<file path="src/rtl/ad7763_pkg.sv">
// Shared constants and helpers for the AD7763 capture/decimation path.
package ad7763_pkg;

    localparam int unsigned ADC_DATA_WIDTH  = 24;
    localparam int unsigned MAX_DEC_LOG2    = 8;
    localparam int unsigned ACC_WIDTH       = ADC_DATA_WIDTH + MAX_DEC_LOG2;
    localparam int unsigned LOG2_IN_WIDTH   = 4;
    localparam int unsigned BLOCK_CNT_WIDTH = 16;

    typedef enum logic {
        ST_IDLE  = 1'b0,
        ST_ACCUM = 1'b1
    } dec_state_e;

    // Limit a requested decimation exponent to the supported maximum.
    function automatic logic [LOG2_IN_WIDTH-1:0] clamp_log2(
        input logic [LOG2_IN_WIDTH-1:0] k,
        input int unsigned              max_log2
    );
        if (32'(k) > max_log2) begin
            return LOG2_IN_WIDTH'(max_log2);
        end
        return k;
    endfunction

endpackage

</file>
<file path="src/rtl/axis_ad7763_decimator_if.sv">
// Single AXI-Stream channel carrying one signed sample per beat.
interface axis_ad7763_decimator_if
    import ad7763_pkg::*;
#(
    parameter int unsigned DW = ADC_DATA_WIDTH
);
    logic [DW-1:0] tdata;
    logic          tvalid;
    logic          tready;

    modport master (output tdata, output tvalid, input tready);
    modport slave  (input tdata, input tvalid, output tready);
endinterface

</file>
<file path="src/rtl/axis_ad7763_decimator_out_reg.sv">
// Single-entry AXIS output register: holds data/valid until the sink accepts.
module axis_out_reg #(
    parameter int unsigned DW = 24
) (
    input  logic          aclk,
    input  logic          aresetn,
    input  logic          i_load,
    input  logic [DW-1:0] i_data,
    input  logic          i_ready,
    output logic [DW-1:0] o_data,
    output logic          o_valid
);

    logic [DW-1:0] r_data;
    logic          r_valid;

    // A load always wins, so a drain and a new result in one cycle stay back-to-back.
    always_ff @(posedge aclk or negedge aresetn) begin
        if (!aresetn) begin
            r_data  <= '0;
            r_valid <= 1'b0;
        end else if (i_load) begin
            r_data  <= i_data;
            r_valid <= 1'b1;
        end else if (r_valid && i_ready) begin
            r_valid <= 1'b0;
        end
    end

    assign o_data  = r_data;
    assign o_valid = r_valid;

endmodule

</file>
<file path="src/rtl/axis_ad7763_decimator.sv">
// Boxcar accumulate-and-dump decimator over 2^k AXIS samples with rounded output.
module axis_ad7763_decimator
    import ad7763_pkg::*;
#(
    parameter int unsigned DATA_WIDTH = ADC_DATA_WIDTH,
    parameter int unsigned MAX_LOG2   = MAX_DEC_LOG2
) (
    input  logic                       aclk,
    input  logic                       aresetn,
    input  logic                       enable,
    input  logic [LOG2_IN_WIDTH-1:0]   dec_log2,
    axis_ad7763_decimator_if.slave     s_axis,
    axis_ad7763_decimator_if.master    m_axis,
    output logic [BLOCK_CNT_WIDTH-1:0] block_count
);

    // Accumulator width follows any override of the sample width or max exponent.
    localparam int unsigned AW = ACC_WIDTH + (DATA_WIDTH - ADC_DATA_WIDTH) + (MAX_LOG2 - MAX_DEC_LOG2);
    localparam int unsigned CW = MAX_LOG2 + 1;
    localparam int unsigned KW = LOG2_IN_WIDTH;

    dec_state_e                 r_state;
    logic signed [AW-1:0]       r_acc;
    logic [CW-1:0]              r_cnt;
    logic [KW-1:0]              r_k_lat;
    logic                       r_rdy_en;
    logic [BLOCK_CNT_WIDTH-1:0] r_block_count;

    logic [KW-1:0]              w_k_in;
    logic [KW-1:0]              w_k;
    logic                       w_last;
    logic                       w_out_busy;
    logic                       w_xfer;
    logic                       w_done;
    logic signed [AW-1:0]       w_sample_ext;
    logic signed [AW-1:0]       w_sum;
    logic signed [AW-1:0]       w_round;
    logic signed [AW-1:0]       w_rounded;
    logic [DATA_WIDTH-1:0]      w_out_data;
    logic                       w_out_valid;

    // Exponent in force: live (clamped) input in IDLE, latched value mid-block.
    assign w_k_in = clamp_log2(dec_log2, MAX_LOG2);
    assign w_k    = (r_state == ST_IDLE) ? w_k_in : r_k_lat;

    // Next accepted sample closes the block.
    assign w_last = (r_state == ST_IDLE) ? (w_k_in == '0)
                                         : (CW'(r_cnt + CW'(1)) == (CW'(1) << r_k_lat));

    // Stall only when a completion would collide with a result the sink has not taken.
    assign w_out_busy    = w_out_valid && !m_axis.tready;
    assign s_axis.tready = r_rdy_en && !(enable && w_out_busy && w_last);
    assign w_xfer        = s_axis.tvalid && s_axis.tready;
    assign w_done        = enable && w_xfer && w_last;

    // Running sum including the current sample, then round-half-up and scale.
    assign w_sample_ext = {{MAX_LOG2{s_axis.tdata[DATA_WIDTH-1]}}, s_axis.tdata};
    assign w_sum        = ((r_state == ST_IDLE) ? AW'(0) : r_acc) + w_sample_ext;
    assign w_round      = (w_k == '0) ? AW'(0) : (AW'(1) << (w_k - KW'(1)));
    assign w_rounded    = (w_sum + w_round) >>> w_k;

    // Accumulator FSM, block counter and the ready-after-reset flag.
    always_ff @(posedge aclk or negedge aresetn) begin
        if (!aresetn) begin
            r_state       <= ST_IDLE;
            r_acc         <= '0;
            r_cnt         <= '0;
            r_k_lat       <= '0;
            r_rdy_en      <= 1'b0;
            r_block_count <= '0;
        end else begin
            r_rdy_en <= 1'b1;
            if (w_done) begin
                r_block_count <= r_block_count + BLOCK_CNT_WIDTH'(1);
            end
            if (!enable) begin
                r_state <= ST_IDLE;
                r_acc   <= '0;
                r_cnt   <= '0;
            end else if (w_xfer) begin
                if (w_last) begin
                    r_state <= ST_IDLE;
                    r_acc   <= '0;
                    r_cnt   <= '0;
                end else begin
                    r_state <= ST_ACCUM;
                    r_acc   <= w_sum;
                    if (r_state == ST_IDLE) begin
                        r_k_lat <= w_k_in;
                        r_cnt   <= CW'(1);
                    end else begin
                        r_cnt   <= r_cnt + CW'(1);
                    end
                end
            end
        end
    end

    axis_out_reg #(
        .DW (DATA_WIDTH)
    ) u_out_reg (
        .aclk    (aclk),
        .aresetn (aresetn),
        .i_load  (w_done),
        .i_data  (w_rounded[DATA_WIDTH-1:0]),
        .i_ready (m_axis.tready),
        .o_data  (w_out_data),
        .o_valid (w_out_valid)
    );

    assign m_axis.tdata  = w_out_data;
    assign m_axis.tvalid = w_out_valid;
    assign block_count   = r_block_count;

endmodule

</file>
<file path="src/flat_wrapper.sv">
// flat-port wrapper written by rule: the top's interface ports become plain ports
module axis_ad7763_decimator_flat import ad7763_pkg::*;
#(
    parameter int unsigned DATA_WIDTH = ADC_DATA_WIDTH,
    parameter int unsigned MAX_LOG2   = MAX_DEC_LOG2
)
  (aclk, aresetn, enable, dec_log2, block_count, s_axis_tdata, s_axis_tvalid, s_axis_tready, m_axis_tdata, m_axis_tvalid, m_axis_tready);
  axis_ad7763_decimator_if s_axis_i ();
  axis_ad7763_decimator_if m_axis_i ();
  input  logic aclk;
  input  logic aresetn;
  input  logic enable;
  input  logic [LOG2_IN_WIDTH-1:0] dec_log2;
  output logic [BLOCK_CNT_WIDTH-1:0] block_count;
  input wire logic [$bits(s_axis_i.tdata)-1:0] s_axis_tdata;
  input wire logic [$bits(s_axis_i.tvalid)-1:0] s_axis_tvalid;
  output wire logic [$bits(s_axis_i.tready)-1:0] s_axis_tready;
  output wire logic [$bits(m_axis_i.tdata)-1:0] m_axis_tdata;
  output wire logic [$bits(m_axis_i.tvalid)-1:0] m_axis_tvalid;
  input wire logic [$bits(m_axis_i.tready)-1:0] m_axis_tready;
  assign s_axis_i.tdata = s_axis_tdata;
  assign s_axis_i.tvalid = s_axis_tvalid;
  assign s_axis_tready = s_axis_i.tready;
  assign m_axis_tdata = m_axis_i.tdata;
  assign m_axis_tvalid = m_axis_i.tvalid;
  assign m_axis_i.tready = m_axis_tready;
  axis_ad7763_decimator #(.DATA_WIDTH(DATA_WIDTH), .MAX_LOG2(MAX_LOG2)) u_core (.aclk(aclk), .aresetn(aresetn), .enable(enable), .dec_log2(dec_log2), .s_axis(s_axis_i), .m_axis(m_axis_i), .block_count(block_count));
endmodule
</file>
<file path="config.mk">
export PLATFORM = sky130hd
export DESIGN_NAME = axis_ad7763_decimator_flat
export DESIGN_NICKNAME = d
export VERILOG_FILES = /design/src/rtl/ad7763_pkg.sv /design/src/rtl/axis_ad7763_decimator_if.sv /design/src/rtl/axis_ad7763_decimator_out_reg.sv /design/src/rtl/axis_ad7763_decimator.sv /design/src/flat_wrapper.sv
export SDC_FILE = /design/constraint.sdc
export NUM_CORES = 1
export LEC_CHECK = 0
export ABC_AREA = 1
export CORE_AREA = 2 2 115 161
export CTS_CLUSTER_SIZE = 24
export DETAILED_ROUTE_END_ITERATION = 10
export DIE_AREA = 0 0 117 163
export MAX_ROUTING_LAYER = met4
export PLACE_DENSITY = 0.78
export SYNTH_ARGS = -nofsm -noshare
export SYNTH_HDL_FRONTEND = slang
export SYNTH_SLANG_ARGS = --single-unit
</file>
<file path="constraint.sdc">
create_clock -name aclk -period 3.94 [get_ports aclk]
set_input_delay 0.591 -clock aclk [delete_from_list [all_inputs] [get_ports aclk]]
set_output_delay 0.591 -clock aclk [all_outputs]
set_load 0.02 [all_outputs]
</file>
After elaboration in Yosys (flattened, before gate mapping)
Index checks and enable logic that the tools add are counted.
- add/sub/neg operators: 5
- multiply operators: 0
- div/mod/pow operators: 0
- $lt $le $gt $ge: 1
- equal/unequal tests: 2
- shifts and indexed selects: 3
- multiplexer cells: 19
- bitwise operators: 1
- reduce and logical (&&, ||, !) cells: 14
- operator list (cell ; number):
    32-bit 2-to-1 mux ; 5
    9-bit 2-to-1 mux ; 4
    32-bit by 24-bit adder with 32-bit output ; 1
    32-bit adder ; 1
    1-bit by 4-bit left shift with 32-bit output (first input constant) ; 1
    32-bit by 4-bit >>> shifter with 24-bit output ; 1
    16-bit by 1-bit adder with 16-bit output (second input constant) ; 1
    4-bit 2-to-1 mux ; 3
    9-bit by 1-bit adder with 9-bit output (second input constant) ; 1
    9-bit equality test ; 1
    1-bit by 4-bit left shift with 9-bit output (first input constant) ; 1
    1-bit logical AND ; 8
    4-bit logical NOT ; 2
    1-bit 2-to-1 mux ; 7
    4-bit greater-than comparator (second input constant) ; 1
    4-bit by 1-bit subtractor with 4-bit output (second input constant) ; 1
    3-bit AND reduction ; 1
    1-bit logical NOT ; 2
    2-bit by 1-bit != test with 1-bit output (second input constant) ; 1
    2-bit nonzero test ; 1
    1-bit NOT ; 1
- register bits after elaboration: 88
- latch bits: 0
- RAM bits: 0
- bits in read-only memories: 0
- bits of input ports: 33
- output and inout port bits: 42
- logic and storage cells: 53
- memories kept: 0

Depth between registers and ports, before layout
- depth in word-level cells: 12
- gate-level depth with buffers: 35

Modules after synthesis
A second synthesis with hierarchy kept.
- cell total of the unflattened synthesis: 1608
- area total of the unflattened synthesis: 9582.9 um^2
- modules (own cells, without submodules) (module ; times used ; cells each ; area an instance (um^2) ; sequential area each (um^2)):
    axis_ad7763_decimator ; 1 ; 1502 ; 8577.0 ; 1576.5
    axis_out_reg ; 1 ; 106 ; 1006.0 ; 625.6

Worst setup path before layout
No wires, ideal clock.
- path kind: register -> register
- from: register u_core.r_state
- to: register u_core.u_out_reg.r_data[18], in the netlist u_core.u_out_reg.o_data[18]
- setup time: 117 ps
- arrival time: 3996 ps
- data required time: 3823 ps
- slack: -173 ps
- cell stages (with the launch flop): 33
- period minus slack after synthesis: 4113 ps
- cell sequence: dfrtp_1 clkbuf_1 buf_1 nand2_1 inv_1 ha_1 fa_1 nand2_1 nand2_1 nand3_1 nand2_2 nand2_1 nand2_2 xnor2_1 inv_1 ha_1 nand2_1 nor4_1 nand2_1 nand2_1 nand3_1 nand2_2 nand2_2 nor2_4 nand3_1 nand2_1 nand2_1 nand3_1 nand2_1 nand2_1 nand3_1 nor2_1 nor2_1
- cells in the longest elaborated chain, start to end: 7
- elaborated cells on any way between the ends: 16
- those cells by class: add/sub: 3; shift: 2; mux: 4; reduce/logical: 7
- ends and longest elaborated chain (element ; RTL line ; RTL):
    start, declared ; axis_ad7763_decimator.sv:22 ; dec_state_e r_state;
    start signal, assigned ; axis_ad7763_decimator.sv:65 ; r_state <= ST_IDLE;
    start signal, assigned ; axis_ad7763_decimator.sv:77 ; r_state <= ST_IDLE;
    start signal, assigned ; axis_ad7763_decimator.sv:82 ; r_state <= ST_IDLE;
    branches (longest 7 deep; another with 32-bit by 24-bit adder with 32-bit output) ; n/a ;
    end signal, assigned ; axis_ad7763_decimator_out_reg.sv:23 ; r_data <= i_data;
    end, declared ; axis_ad7763_decimator_out_reg.sv:14 ; logic [DW-1:0] r_data;
Several ways; the timed one is not identified.
A chain may end at the register's enable or synchronous reset.

Worst setup path after layout
- from: register u_core.r_state
- to: register u_core.u_out_reg.r_data[10], in the netlist u_core.u_out_reg.o_data[10]
Same word-level chain as after synthesis.

==> impl_metrics.ini <==
[status]
status = finished, violations left
violations = setup timing

[final_layout]
area_growth_pct = 40.4
drive_gt1_share_pct = 28.0
antennaDiodeCount = 0
fin_nets = 1888

[global_route]
track_usage_pct = 33.4
gr-usage-met1_pct = 37.8
grt_antenna_before_repair = 0
grt_max_degree = 75
grt_pass1_wl_mm = 49.0
grt_pass1_vias = 10400
overflow = 0
use_met3_pct = 3.05
busiest_layer = met2
grtUsageMet2_pct = 57.7

[floorplanning]
ioPinCount = 75
initial_core_util_pct = 53.4
die_w_um = 117
rows = 58
core-area_um2 = 17800
die_area_um2 = 19100
dieHeight_um = 163

[timing]
setup_ws_ns = -0.136
hold_viol = 0
slew_violations = 0
skew_ns = 0.0138
fmax_mhz = 245
tightest_slew_ns = 1.02
maxSlewHeadroom_pct = 32.2
hold_ws_ns = 0.398
setup_viol = 21
period_minus_slack_ns = 4.08
grt_setup_unrepaired = true
period_share_pct = 103
fin_setup_tns_ns = -1.65

[synth]
netlist_area_um2 = 9490
synth_edf_count = 0
synth.distinct_cells = 49
synth_ff_type = dfrtp_1
syn_area_per_cell_um2 = 5.99
synthArstFlopShare_pct = 100
synthCells = 1584
synth_area_leader_cell = dfrtp_1
synth_common_cells = 538 x nand2_1, 235 x nand3_1, 202 x inv_1
yosys.area.top_type_share_pct = 23.2
ys_seq_area_share_pct = 23.2
ys_seq_elements = 88
synthTopCellsByArea = dfrtp_1 23%, nand2_1 21%, nand3_1 12%
yosysMostFrequentCell = nand2_1
syn-num-nets = 1668
ys_warn_count = 0

[clock_tree]
clk_latency_ns = 0.35
cts_buffers = 9
holdBufCountCts = 0
cts_tree = done
cts-root-buf = clkbuf_16
h-tree-depth = 3
cts.clk_slew.worst_paths_ns = 0.07
clock-sinks = 88
clk_path_buf_depth = 2

[worst_setup_path]
startpoint_type = register
end_kind = register
worstPathRequired_ns = 4.21
critPathMaxFanout = 8
worst-path-buf-inv = 5
critPathSlowestCell = dfrtp_2
arrival_ns = 4.34
max_stage_delay_ns = 0.45
crit_family = simple AND/OR/NAND/NOR gates
cp_common_cell = nand2_2
worst-setup-path-type = reg2reg

[min_path]
worstHoldPathType = in2async

[routing]
totalWireLength_mm = 33.2
drcViolationCount = 0
wire_per_inst_um = 16.2
ant_nets = 0
vias = 11400
drt_iter0_markers = 879
drt-vias-per-instance = 5.57
firstDrtPassIters = 5

[placement]
numPortBuffers = 74
dp.final_hpwl_mm = 23.9
place.gp.congestion = 0.972
dpl_worst_slack_ns = -0.571

[power_and_ir_drop]
p_per_area_nw_per_um2 = 305
max-vdd-ir-drop_mv = 0.185
p_leak_uw = 0.00700

[job]
drv_cap = 0
## sequential cells by signal, indices dropped and copies added, names as in the netlist
name / cells
u_core.r_state: 1
u_core.r_acc: 32
u_core.u_out_reg.o_data: 24
u_core.u_out_reg.o_valid: 1
u_core.r_k_lat: 4
u_core.block_count: 16
u_core.r_cnt: 9
u_core.r_rdy_en: 1
## kinds of logic (layout without fill, tap and decap cells)
group	Yosys count	in the layout	share of synthesized area (%)
adder cells (fa/ha/maj)	51	51	6.88
buffers and inverters	265	489	10.9
other	2	2	0.0791
AO/OA/AOI/OAI	149	149	8.95
XOR/XNOR	57	57	5.26
flip-flops	88	88	23.2
AND/OR/NAND/NOR	972	972	44.7
## repair_timing
item | 4_1_cts | 5_1_grt
pin swaps | 36 | 60
cloned | 1 | 0
resized for setup | 124 | 176
buffers inserted | 10 | 13
setup endpoints to repair | 24 | 24
endpoints found under the hold margin | 0 | 0
## worst reg2reg max path, delay by kind of cell, from the launching register on
kind	cells	cell delay (ns)
and+or+nand+nor	15	1.22
AOI/OAI and AO/OA	5	0.72
xor gates and xnor gates	2	0.37
buffers and inverters	5	0.47
adders and majority gates	3	0.75
DFF	1	0.45
## layout by cell type (no fill, tap or decap), types with 5 or more instances in the layout
master	synthesis	routed
o21ai_1	13	18
clkdlybuf4s50_1	0	72
a21oi_1	44	26
ha_1	49	25
o21ai_2	1	7
o31ai_1	7	7
xor2_2	0	9
inv_1	202	181
a21oi_2	1	18
ha_4	0	20
nor2_4	4	15
inv_2	12	31
buf_6	1	10
nor2_2	13	34
nand2_1	538	488
clkinv_1	6	5
nor2_1	109	77
nand4_1	19	19
a31oi_1	12	10
xnor2_1	18	14
dfrtp_1	88	87
nand2_2	24	59
buf_4	2	168
clkbuf_16	0	9
xor2_1	39	26
nand3_2	10	64
o21ai_0	51	39
nand2_4	1	16
nand3_1	235	177
## layout make-up
type,count,area [um^2]
repair buffers,254,2160
flip-flops and latches,88,2200
well taps,240,300
multi-input cells,1231,7530
inverters,220,835
clock buffers,9,225
fillers,1377,4460
clock inverters,6,67.6
## power breakdown
group	total (uW)	internal [uW]	switching (uW)
Sequential	1200	1070	121
Clock	889	492	397
Combinational	1980	842	1140
## per-layer routing
layer	part of all wire (%)	vias to the layer above
met1	38	5295
met2	51	446
met3	5.2	151
met4	6.0	0
li1	-	5511
met5	0	-
## worst paths after layout
path,startpoint,slack (ns),depth (start not counted),to
max in group asynchronous,aresetn,2.72,2,u_core.block_count[6]$_DFFE_PN0P_
worst max register to register,u_core.r_state$_DFFE_PN0P_,-0.14,30,u_core.u_out_reg.o_data[10]$_DFFE_PN0P_
worst min register to register,u_core.u_out_reg.o_data[23]$_DFFE_PN0P_,0.48,2,u_core.u_out_reg.o_data[23]$_DFFE_PN0P_
worst min-delay path,aresetn,0.40,1,u_core.r_k_lat[2]$_DFFE_PN0P_
min in group aclk,u_core.u_out_reg.o_data[23]$_DFFE_PN0P_,0.48,2,u_core.u_out_reg.o_data[23]$_DFFE_PN0P_
worst max-delay path,u_core.r_state$_DFFE_PN0P_,-0.14,30,u_core.u_out_reg.o_data[10]$_DFFE_PN0P_
## metrics by stage
stage                     util (%)  power, uW  std cells  cell area [um^2]
after floorplan                  -       2170       1584              9510
after global placement        65.0       2900       2010             11600
after detailed placement      65.0       2930       2010             11600
after CTS                     70.5       3900       2036             12500
after global routing          74.9       4290       2048             13300
final                         74.9       4070       2048             13300
No activity file was read; power rests on OpenSTA's default activity.
